**config.mk**
```make
export PLATFORM = sky130hd
export DESIGN_NAME = id_stage_pipe
export DESIGN_NICKNAME = d
export VERILOG_FILES = /design/src/rtl/id_pkg.sv /design/src/rtl/id_ctrl.sv /design/src/rtl/id_stage_pipe.sv
export SDC_FILE = /design/constraint.sdc
export NUM_CORES = 2
export LEC_CHECK = 0
export BUFFER_PORTS_ARGS = -buffer_cell sky130_fd_sc_hd__buf_2
export CORE_MARGIN = 3
export CORE_UTILIZATION = 49
export CTS_CLUSTER_DIAMETER = 40
export CTS_CLUSTER_SIZE = 8
export DETAILED_ROUTE_END_ITERATION = 10
export PLACE_DENSITY = 0.77
export SYNTH_ARGS = -nofsm -noshare
export SYNTH_HDL_FRONTEND = slang
export SYNTH_SLANG_ARGS = --single-unit
```
**constraint.sdc**
```tcl
create_clock -name clk -period 5 [get_ports clk]
set_clock_uncertainty 0.05 [all_clocks]
set_input_delay 0.25 -clock clk [delete_from_list [all_inputs] [get_ports clk]]
set_output_delay 0.25 -clock clk [all_outputs]
set_load 0.02 [all_outputs]
```
**src/rtl/id_pkg.sv**
```systemverilog
// Shared decode definitions for the ID stage: opcode/funct encodings,
// control-field selector values, branch kinds and the control word.
package id_pkg;

  localparam logic [5:0]
    OP_SPECIAL = 6'h00, OP_J     = 6'h02, OP_JAL   = 6'h03, OP_BEQ  = 6'h04,
    OP_BNE     = 6'h05, OP_ADDI  = 6'h08, OP_ADDIU = 6'h09, OP_SLTI = 6'h0A,
    OP_SLTIU   = 6'h0B, OP_ANDI  = 6'h0C, OP_ORI   = 6'h0D, OP_XORI = 6'h0E,
    OP_LUI     = 6'h0F, OP_LW    = 6'h23, OP_SW    = 6'h2B;

  localparam logic [5:0]
    FN_SLL = 6'h00, FN_SRL  = 6'h02, FN_SRA = 6'h03, FN_JR  = 6'h08,
    FN_ADD = 6'h20, FN_ADDU = 6'h21, FN_SUB = 6'h22, FN_SUBU = 6'h23,
    FN_AND = 6'h24, FN_OR   = 6'h25, FN_XOR = 6'h26, FN_NOR = 6'h27,
    FN_SLT = 6'h2A, FN_SLTU = 6'h2B;

  localparam logic [3:0]
    ALU_ADD = 4'd0, ALU_SUB = 4'd1, ALU_AND = 4'd2,  ALU_OR  = 4'd3,
    ALU_XOR = 4'd4, ALU_NOR = 4'd5, ALU_SLT = 4'd6,  ALU_SLTU = 4'd7,
    ALU_SLL = 4'd8, ALU_SRL = 4'd9, ALU_SRA = 4'd10, ALU_LUI = 4'd11;

  localparam logic       A1_RS = 1'b0, A1_SA = 1'b1;
  localparam logic       A2_RT = 1'b0, A2_IMM = 1'b1;
  localparam logic [1:0] ML_NONE = 2'd0, ML_WORD = 2'd2;
  localparam logic [1:0] WA_RD = 2'd0, WA_RT = 2'd1, WA_RA = 2'd2;
  localparam logic [1:0] WD_ALU = 2'd0, WD_MEM = 2'd1, WD_LINK = 2'd2;

  typedef enum logic [2:0] {
    BR_NONE, BR_BEQ, BR_BNE, BR_J, BR_JAL, BR_JR
  } br_kind_e;

  typedef struct packed {
    logic [3:0] alusel;
    logic       aluin1;
    logic       aluin2;
    logic [1:0] memlen;
    logic       memwe;
    logic       regwe;
    logic [1:0] regwa_sel;
    logic [1:0] regwd_sel;
    logic       use_rs;
    logic       use_rt;
    br_kind_e   br_kind;
  } ctrl_t;

endpackage

```
**src/rtl/id_ctrl.sv**
```systemverilog
// Combinational instruction decoder: opcode/funct/rt to control word.
module id_ctrl
  import id_pkg::*;
(
  input  logic [5:0] op,
  input  logic [5:0] funct,
  input  logic [4:0] rt,
  output ctrl_t      ctrl
);

  always_comb begin
    ctrl = '0;
    case (op)
      OP_SPECIAL: begin
        ctrl.regwe  = 1'b1;
        ctrl.use_rs = 1'b1;
        ctrl.use_rt = 1'b1;
        case (funct)
          FN_ADD, FN_ADDU: ctrl.alusel = ALU_ADD;
          FN_SUB, FN_SUBU: ctrl.alusel = ALU_SUB;
          FN_AND:          ctrl.alusel = ALU_AND;
          FN_OR:           ctrl.alusel = ALU_OR;
          FN_XOR:          ctrl.alusel = ALU_XOR;
          FN_NOR:          ctrl.alusel = ALU_NOR;
          FN_SLT:          ctrl.alusel = ALU_SLT;
          FN_SLTU:         ctrl.alusel = ALU_SLTU;
          FN_SLL, FN_SRL, FN_SRA: begin
            ctrl.aluin1 = A1_SA;
            ctrl.use_rs = 1'b0;
            ctrl.alusel = (funct == FN_SLL) ? ALU_SLL :
                          (funct == FN_SRL) ? ALU_SRL : ALU_SRA;
          end
          FN_JR: begin
            ctrl.regwe   = 1'b0;
            ctrl.use_rt  = 1'b0;
            ctrl.br_kind = BR_JR;
          end
          default: begin
            ctrl.regwe  = 1'b0;
            ctrl.use_rs = 1'b0;
            ctrl.use_rt = 1'b0;
          end
        endcase
      end
      OP_J:   ctrl.br_kind = BR_J;
      OP_JAL: begin
        ctrl.br_kind   = BR_JAL;
        ctrl.regwe     = 1'b1;
        ctrl.regwa_sel = WA_RA;
        ctrl.regwd_sel = WD_LINK;
      end
      OP_BEQ, OP_BNE: begin
        ctrl.use_rs  = 1'b1;
        ctrl.use_rt  = 1'b1;
        ctrl.alusel  = ALU_SUB;
        ctrl.br_kind = (op == OP_BEQ) ? BR_BEQ : BR_BNE;
      end
      OP_LW: begin
        ctrl.use_rs    = 1'b1;
        ctrl.aluin2    = A2_IMM;
        ctrl.memlen    = ML_WORD;
        ctrl.regwe     = 1'b1;
        ctrl.regwa_sel = WA_RT;
        ctrl.regwd_sel = WD_MEM;
      end
      OP_SW: begin
        ctrl.use_rs = 1'b1;
        ctrl.use_rt = 1'b1;
        ctrl.aluin2 = A2_IMM;
        ctrl.memlen = ML_WORD;
        ctrl.memwe  = 1'b1;
      end
      OP_ADDI, OP_ADDIU, OP_SLTI, OP_SLTIU, OP_ANDI, OP_ORI, OP_XORI, OP_LUI: begin
        ctrl.use_rs    = (op != OP_LUI);
        ctrl.aluin2    = A2_IMM;
        ctrl.regwe     = 1'b1;
        ctrl.regwa_sel = WA_RT;
        case (op)
          OP_SLTI:  ctrl.alusel = ALU_SLT;
          OP_SLTIU: ctrl.alusel = ALU_SLTU;
          OP_ANDI:  ctrl.alusel = ALU_AND;
          OP_ORI:   ctrl.alusel = ALU_OR;
          OP_XORI:  ctrl.alusel = ALU_XOR;
          OP_LUI:   ctrl.alusel = ALU_LUI;
          default:  ctrl.alusel = ALU_ADD;
        endcase
      end
      default: ctrl = '0;
    endcase
    // r0 never needs forwarding or a hazard stall
    if (rt == '0) ctrl.use_rt = 1'b0;
  end

endmodule

```
**src/rtl/id_stage_pipe.sv**
```systemverilog
// Decode stage: register file with EX/MEM/WB forwarding, load-use hazard
// detection, branch resolution and a registered valid/ready ID/EX slot.
module id_stage_pipe
  import id_pkg::*;
#(
  parameter  int XLEN  = 32,
  parameter  int NREG  = 32,
  parameter  int CNT_W = 16,
  localparam int AW    = $clog2(NREG)
) (
  input  logic             clk,
  input  logic             rst,
  input  logic             in_valid,
  output logic             in_ready,
  input  logic [31:0]      inst,
  input  logic [XLEN-1:0]  pc,
  input  logic             wb_we,
  input  logic [AW-1:0]    wb_wa,
  input  logic [XLEN-1:0]  wb_wd,
  input  logic             ex_we,
  input  logic [AW-1:0]    ex_wa,
  input  logic [XLEN-1:0]  ex_wd,
  input  logic             ex_is_load,
  input  logic             me_we,
  input  logic [AW-1:0]    me_wa,
  input  logic [XLEN-1:0]  me_wd,
  input  logic             flush,
  output logic             out_valid,
  input  logic             out_ready,
  output ctrl_t            out_ctrl,
  output logic [XLEN-1:0]  out_rs1,
  output logic [XLEN-1:0]  out_rs2,
  output logic [XLEN-1:0]  out_imm,
  output logic [XLEN-1:0]  out_sa,
  output logic [AW-1:0]    out_rt,
  output logic [AW-1:0]    out_rd,
  output logic             redirect_valid,
  output logic [XLEN-1:0]  redirect_pc,
  output logic [CNT_W-1:0] stall_cnt
);

  logic [XLEN-1:0] rf [NREG];
  logic [AW-1:0]   rs_a, rt_a, rd_a;
  logic [AW-1:0]   src_a [2];
  logic [XLEN-1:0] src_v [2];
  logic [XLEN-1:0] imm_sext, pc4, target;
  logic            hazard, accept, taken;
  ctrl_t           ctrl;

  assign rs_a     = inst[21 +: AW];
  assign rt_a     = inst[16 +: AW];
  assign rd_a     = inst[11 +: AW];
  assign src_a[0] = rs_a;
  assign src_a[1] = rt_a;
  assign imm_sext = {{(XLEN-16){inst[15]}}, inst[15:0]};
  assign pc4      = pc + XLEN'(4);

  id_ctrl u_ctrl (
    .op    (inst[31:26]),
    .funct (inst[5:0]),
    .rt    (inst[20:16]),
    .ctrl  (ctrl)
  );

  always_ff @(posedge clk) begin
    if (rst) begin
      for (int unsigned i = 0; i < NREG; i++) rf[i] <= '0;
    end else if (wb_we && wb_wa != '0) begin
      rf[wb_wa] <= wb_wd;
    end
  end

  // EX results from a load are not ready yet; those cases stall instead
  always_comb begin
    for (int unsigned i = 0; i < 2; i++) begin
      src_v[i] = rf[src_a[i]];
      if (src_a[i] == '0)                                src_v[i] = '0;
      else if (ex_we && ex_wa == src_a[i] && !ex_is_load) src_v[i] = ex_wd;
      else if (me_we && me_wa == src_a[i])               src_v[i] = me_wd;
      else if (wb_we && wb_wa == src_a[i])               src_v[i] = wb_wd;
    end
  end

  assign hazard   = ex_is_load && ex_we && ex_wa != '0 &&
                    ((ctrl.use_rs && ex_wa == rs_a) || (ctrl.use_rt && ex_wa == rt_a));
  assign in_ready = !hazard && (!out_valid || out_ready) && !flush;
  assign accept   = in_valid && in_ready;

  always_comb begin
    taken  = 1'b0;
    target = pc4 + {imm_sext[XLEN-3:0], 2'b00};
    case (ctrl.br_kind)
      BR_BEQ: taken = (src_v[0] == src_v[1]);
      BR_BNE: taken = (src_v[0] != src_v[1]);
      BR_J, BR_JAL: begin
        taken  = 1'b1;
        target = {pc4[XLEN-1:28], inst[25:0], 2'b00};
      end
      BR_JR: begin
        taken  = 1'b1;
        target = src_v[0];
      end
      default: taken = 1'b0;
    endcase
  end

  always_ff @(posedge clk) begin
    if (rst) begin
      out_valid      <= 1'b0;
      out_ctrl       <= '0;
      out_rs1        <= '0;
      out_rs2        <= '0;
      out_imm        <= '0;
      out_sa         <= '0;
      out_rt         <= '0;
      out_rd         <= '0;
      redirect_valid <= 1'b0;
      redirect_pc    <= '0;
      stall_cnt      <= '0;
    end else begin
      redirect_valid <= 1'b0;
      redirect_pc    <= '0;
      if (flush) begin
        out_valid <= 1'b0;
      end else if (accept) begin
        out_valid      <= 1'b1;
        out_ctrl       <= ctrl;
        out_rs1        <= src_v[0];
        out_rs2        <= src_v[1];
        // link instructions carry the return address in the immediate lane
        out_imm        <= (ctrl.regwd_sel == WD_LINK) ? pc + XLEN'(8) : imm_sext;
        out_sa         <= {{(XLEN-5){1'b0}}, inst[10:6]};
        out_rt         <= rt_a;
        out_rd         <= rd_a;
        redirect_valid <= taken;
        redirect_pc    <= taken ? target : '0;
      end else if (!out_valid || out_ready) begin
        out_valid <= 1'b0;
      end
      if (in_valid && hazard && !flush && stall_cnt != '1)
        stall_cnt <= stall_cnt + 1'b1;
    end
  end

endmodule

```
==> Flow_metrics.wiki <==
{| class="wikitable"
! Metric !! Value
|-
| Slew at the pin closest to its max-slew limit || ~1.2 ns
|-
| Setup repair after global routing missed its margin || false
|-
| Detailed-route wire length per cell || about 35 µm
|-
| Critical path fanouts, max || 6
|-
| FF-to-FF End || redirect_pc[13]
|-
| Effective utilization at floorplan || 0.497
|-
| CTS H-Tree Depth || 4
|-
| Post-synthesis sequential area ratio || 0.507
|-
| Number of warnings issued by yosys || 0
|-
| Floorplan die height || roughly 380 µm
|-
| Initial drt markers || just under 9000
|-
| Signed area change from the synthesized netlist to the final layout || 16.8%
|-
| Share of synthesized registers carrying an async set or reset || 0
|-
| Top cells by area, synth || sky130_fd_sc_hd__edfxtp_1, sky130_fd_sc_hd__mux4_2, sky130_fd_sc_hd__and2_1
|-
| Outcome || completed
|-
| Drt via density || between 6 and 7
|-
| Total half-perimeter wirelength after legalization and detailed placement || approximately 180000 µm
|-
| First-pass iteration count of the detailed router || 9
|-
| Sequential Power Share || 0.427
|-
| Post-layout total power || about 27 mW
|-
| Fraction of final layout cells with drive strength greater than 1 || 0.258
|-
| Pin count of the biggest net entering global routing || 85
|-
| Arrival time reported for the critical path endpoint || between 5 and 6 ns
|-
| Startpoint of the worst-slack reg-to-reg timing path || rf[30][28]
|-
| Routed Wire Length || 270000 µm
|-
| Final period demand of the worst path || 4.96 ns
|-
| Leakage power of the design || 29.2 nW
|-
| Number of max-cap violations || 0
|-
| Number of nets with antenna violations after detailed routing || 0
|-
| Launch instance of the worst min-delay path || me_wd[29]
|-
| PD cells || between 300 and 400 mW/mm²
|-
| Routability congestion estimate || 1.02
|-
| Final-report setup violation count || 0
|-
| Syn Std Cell Area || around 0.068 mm²
|-
| Maximum root-to-sink buffer count || 3
|-
| End-of-flow core utilization || 0.580
|-
| Register-to-register setup slack || between 0.03 and 0.04 ns
|-
| Area fraction of the dominant cell type after synthesis || 0.454
|-
| Clk pwr share || 0.419
|-
| Sequence of cells on the critical path || mux4_1, a22o_1, a2111oi_1, buf_4, a311oi_1, a211oi_1, buf_4, xor2_1, nor4_1, nand4_1, buf_4, or4_4, a31o_2, buf_4, nor2_4
|-
| Total internal power || around 20 mW
|-
| CTS clock-pin slew for the worst setup and hold paths || 0.05 ns
|-
| Count of flip-flops with a built-in enable after synthesis || slightly above 1000
|-
| Remaining global-route overflow || 0
|-
| Sinks on the clock net || 1203
|-
| Std-Cell Core Area || ~0.14 mm²
|-
| Clock Tree Root || sky130_fd_sc_hd__clkbuf_16
|-
| Io pins || approximately 390
|-
| Die area || around 0.14 mm²
|-
| Sw frac || 0.273
|-
| Kind of start point of the critical path || flip-flop
|-
| Clock latency at the later pin of the worst-skew pair || 0.84 ns
|-
| Setup crit end kind || flip-flop
|-
| Mean instance size in the synthesized netlist || between 10 and 15 µm²
|-
| Worst path most repeated cell || sky130_fd_sc_hd__buf_4
|-
| Site row count || about 140
|-
| Post-synthesis cell count || about 5300
|-
| Final-layout setup total negative slack || 0 ns
|-
| Vias || 53358
|-
| Worst VDD drop || roughly 0.00027 V
|-
| Number of cells traversed by the worst register-to-register path || 15
|-
| Worst max-slew margin expressed relative to the limit || 0.185
|-
| Synth area leader || sky130_fd_sc_hd__edfxtp_1
|-
| Chip width || 378 µm
|-
| Count of endpoints failing hold in the final timing report || 0
|-
| Wire length of the first global-routing pass || approximately 380000 µm
|-
| Detailed-route DRC error count || 0
|-
| Vias in the first global route || approximately 53000
|-
| Overall global routing resource usage || 0.371
|-
| Classification of the worst setup path || reg -> reg
|-
| Number of different library cells in the post-synthesis netlist || 99
|-
| Combinational power share || 0.153
|-
| Destination of the worst hold path || out_rs2[29]
|-
| Maximum frequency from static timing analysis || between 0.2 and 0.25 GHz
|-
| Antenna violations before repair || 31
|-
| Final period utilization || 0.993
|-
| Ranking of synthesized cells by instance count || sky130_fd_sc_hd__edfxtp_1, sky130_fd_sc_hd__and2_1, sky130_fd_sc_hd__mux4_2
|-
| Required time at the worst-slack endpoint || between 5 and 6 ns
|-
| Clock tree from TritonCTS || done
|-
| Slowest cell on crit path || sky130_fd_sc_hd__a2111oi_1
|-
| Number of buffers created by CTS || 185
|-
| Hold path depth || 6
|-
| Net switching power figure || ~7.5 mW
|-
| Number of register bits inferred by synthesis || approximately 1200
|-
| Final-layout fill cell count || roughly 10000
|-
| Predominant post-synthesis flop cell || sky130_fd_sc_hd__edfxtp_1
|-
| Min-delay worst type || in -> reg
|-
| Final hold slack || between 0.04 and 0.05 ns
|-
| Final-report max-slew violation count || 0
|-
| Most instantiated library cell after synthesis || sky130_fd_sc_hd__edfxtp_1
|-
| IO buf count || between 300 and 400
|-
| Largest incremental delay on the critical path || 0.72 ns
|-
| Number of nets in the layout || about 6100
|}
## state kept, by name, indices dropped and copies added, names as in the netlist, 16 cells and up
signal / flops
rf: 1024
out_imm: 32
out_rs1: 32
out_rs2: 32
redirect_pc: 32
out_ctrl: 18
stall_cnt: 16
## layout make-up
class | count | area (µm²) | share of cell area
clock inverters | 48 | 539 | 0.00682
well taps | 1781 | 2230 | 0.0282
clock buffers | 208 | 4800 | 0.0607
inverters | 20 | 75.1 | 0.000950
repair buffers | 861 | 6360 | 0.0805
diodes | 23 | 57.6 | 0.000728
flip-flops and latches | 1203 | 34300 | 0.434
multi-input cells | 3567 | 30700 | 0.388
## critical path: cells and delay by family, from the launching register on
| family | cells | cell delay (ns) |
|---|---|---|
| buffers and inverters | 4 | 0.82 |
| AND/OR/NAND/NOR | 4 | 1.28 |
| XOR/XNOR | 1 | 0.06 |
| multiplexers | 1 | 0.54 |
| flip-flops | 1 | 0.40 |
| AO/OA/AOI/OAI | 5 | 1.75 |
## power by group through the flow
| stage | Sequential (mW) | Combinational (mW) | Clock [mW] |
|---|---|---|---|
| after floorplan | 11.8 | 2.24 | 0 |
| after global placement | 11.8 | 3.94 | 0 |
| after detailed placement | 11.9 | 3.95 | 0 |
| after CTS | 11.7 | 4.03 | 11.5 |
| after global routing | 11.8 | 4.30 | 11.9 |
| final | 11.7 | 4.22 | 11.5 |
## metal layers
metal	track usage	wire length, µm	vias up
met4	0.275	23400	30
met5	0	307	-
li1	-	-	21092
met1	0.427	86000	26007
met2	0.561	119000	4918
met3	0.148	41100	1311
## how the worst max path moves through the flow
stage | from | to | slack, ns | cells past startpoint
2_1_floorplan | pc[5] | redirect_pc[31] | 0.74 | 16
3_3_place_gp | inst[23] | redirect_pc[3] | -0.32 | 17
3_5_place_dp | inst[24] | redirect_pc[27] | -0.40 | 19
4_1_cts | rf[30][28] | redirect_pc[28] | 0.02 | 15
5_1_grt | rf[31][7] | redirect_pc[27] | 0.004 | 17
6_report | rf[30][28] | redirect_pc[13] | 0.04 | 15
## stage by stage
step	area (µm²)	worst slack, ns	instances
after global placement	72700	-0.316	7341
after CTS	78900	0.0221	7685
after global routing	79000	0.00437	7694
after floorplan	67900	0.745	5334
after detailed placement	72700	-0.396	7341
final	79000	0.0353	7711
## cells by family after synthesis
| family | Yosys count | share of synthesized area |
|---|---|---|
| DFF | 1203 | 0.507 |
| AOI/OAI and AO/OA | 825 | 0.0873 |
| muxes | 655 | 0.181 |
| xor gates and xnor gates | 144 | 0.0186 |
| other | 1 | 0.0000554 |
| buffers and inverters | 565 | 0.0466 |
| and+or+nand+nor | 1849 | 0.153 |
| adders and majority gates | 33 | 0.00621 |
## layout by cell type, fill, tap and decap left out, types with 24 or more instances in the layout
| master | instances |
|---|---|
| sky130_fd_sc_hd__edfxtp_1 | 1024 |
| sky130_fd_sc_hd__and2_1 | 1001 |
| sky130_fd_sc_hd__buf_4 | 368 |
| sky130_fd_sc_hd__buf_2 | 357 |
| sky130_fd_sc_hd__mux4_2 | 352 |
| sky130_fd_sc_hd__nand2_1 | 235 |
| sky130_fd_sc_hd__nor2_1 | 224 |
| sky130_fd_sc_hd__mux2i_1 | 205 |
| sky130_fd_sc_hd__a21oi_1 | 194 |
| sky130_fd_sc_hd__clkbuf_16 | 186 |
| sky130_fd_sc_hd__dfxtp_1 | 179 |
| sky130_fd_sc_hd__a211oi_1 | 93 |
| sky130_fd_sc_hd__xnor2_1 | 92 |
| sky130_fd_sc_hd__dlygate4sd3_1 | 88 |
| sky130_fd_sc_hd__nand3_1 | 80 |
| sky130_fd_sc_hd__mux4_1 | 78 |
| sky130_fd_sc_hd__a22oi_1 | 76 |
| sky130_fd_sc_hd__o21ai_0 | 76 |
| sky130_fd_sc_hd__o221ai_1 | 73 |
| sky130_fd_sc_hd__nor3_1 | 61 |
| sky130_fd_sc_hd__conb_1 | 60 |
| sky130_fd_sc_hd__xor2_1 | 52 |
| sky130_fd_sc_hd__a221oi_1 | 43 |
| sky130_fd_sc_hd__buf_12 | 43 |
| sky130_fd_sc_hd__o211ai_1 | 40 |
| sky130_fd_sc_hd__or2_2 | 35 |
| sky130_fd_sc_hd__a22o_1 | 33 |
| sky130_fd_sc_hd__ha_1 | 32 |
| sky130_fd_sc_hd__nor2_2 | 30 |
| sky130_fd_sc_hd__and3_1 | 29 |
| sky130_fd_sc_hd__nor2_4 | 29 |
| sky130_fd_sc_hd__nand4_1 | 24 |
## what timing repair did
item,in CTS,in global routing
cloned,0,1
buffers inserted,0,2
hold buffers,88,0
endpoints found under the setup margin,9,34
gates resized for setup,1,8
hold endpoints to repair,151,0
Note: power is estimated with default switching activity, not from simulation.
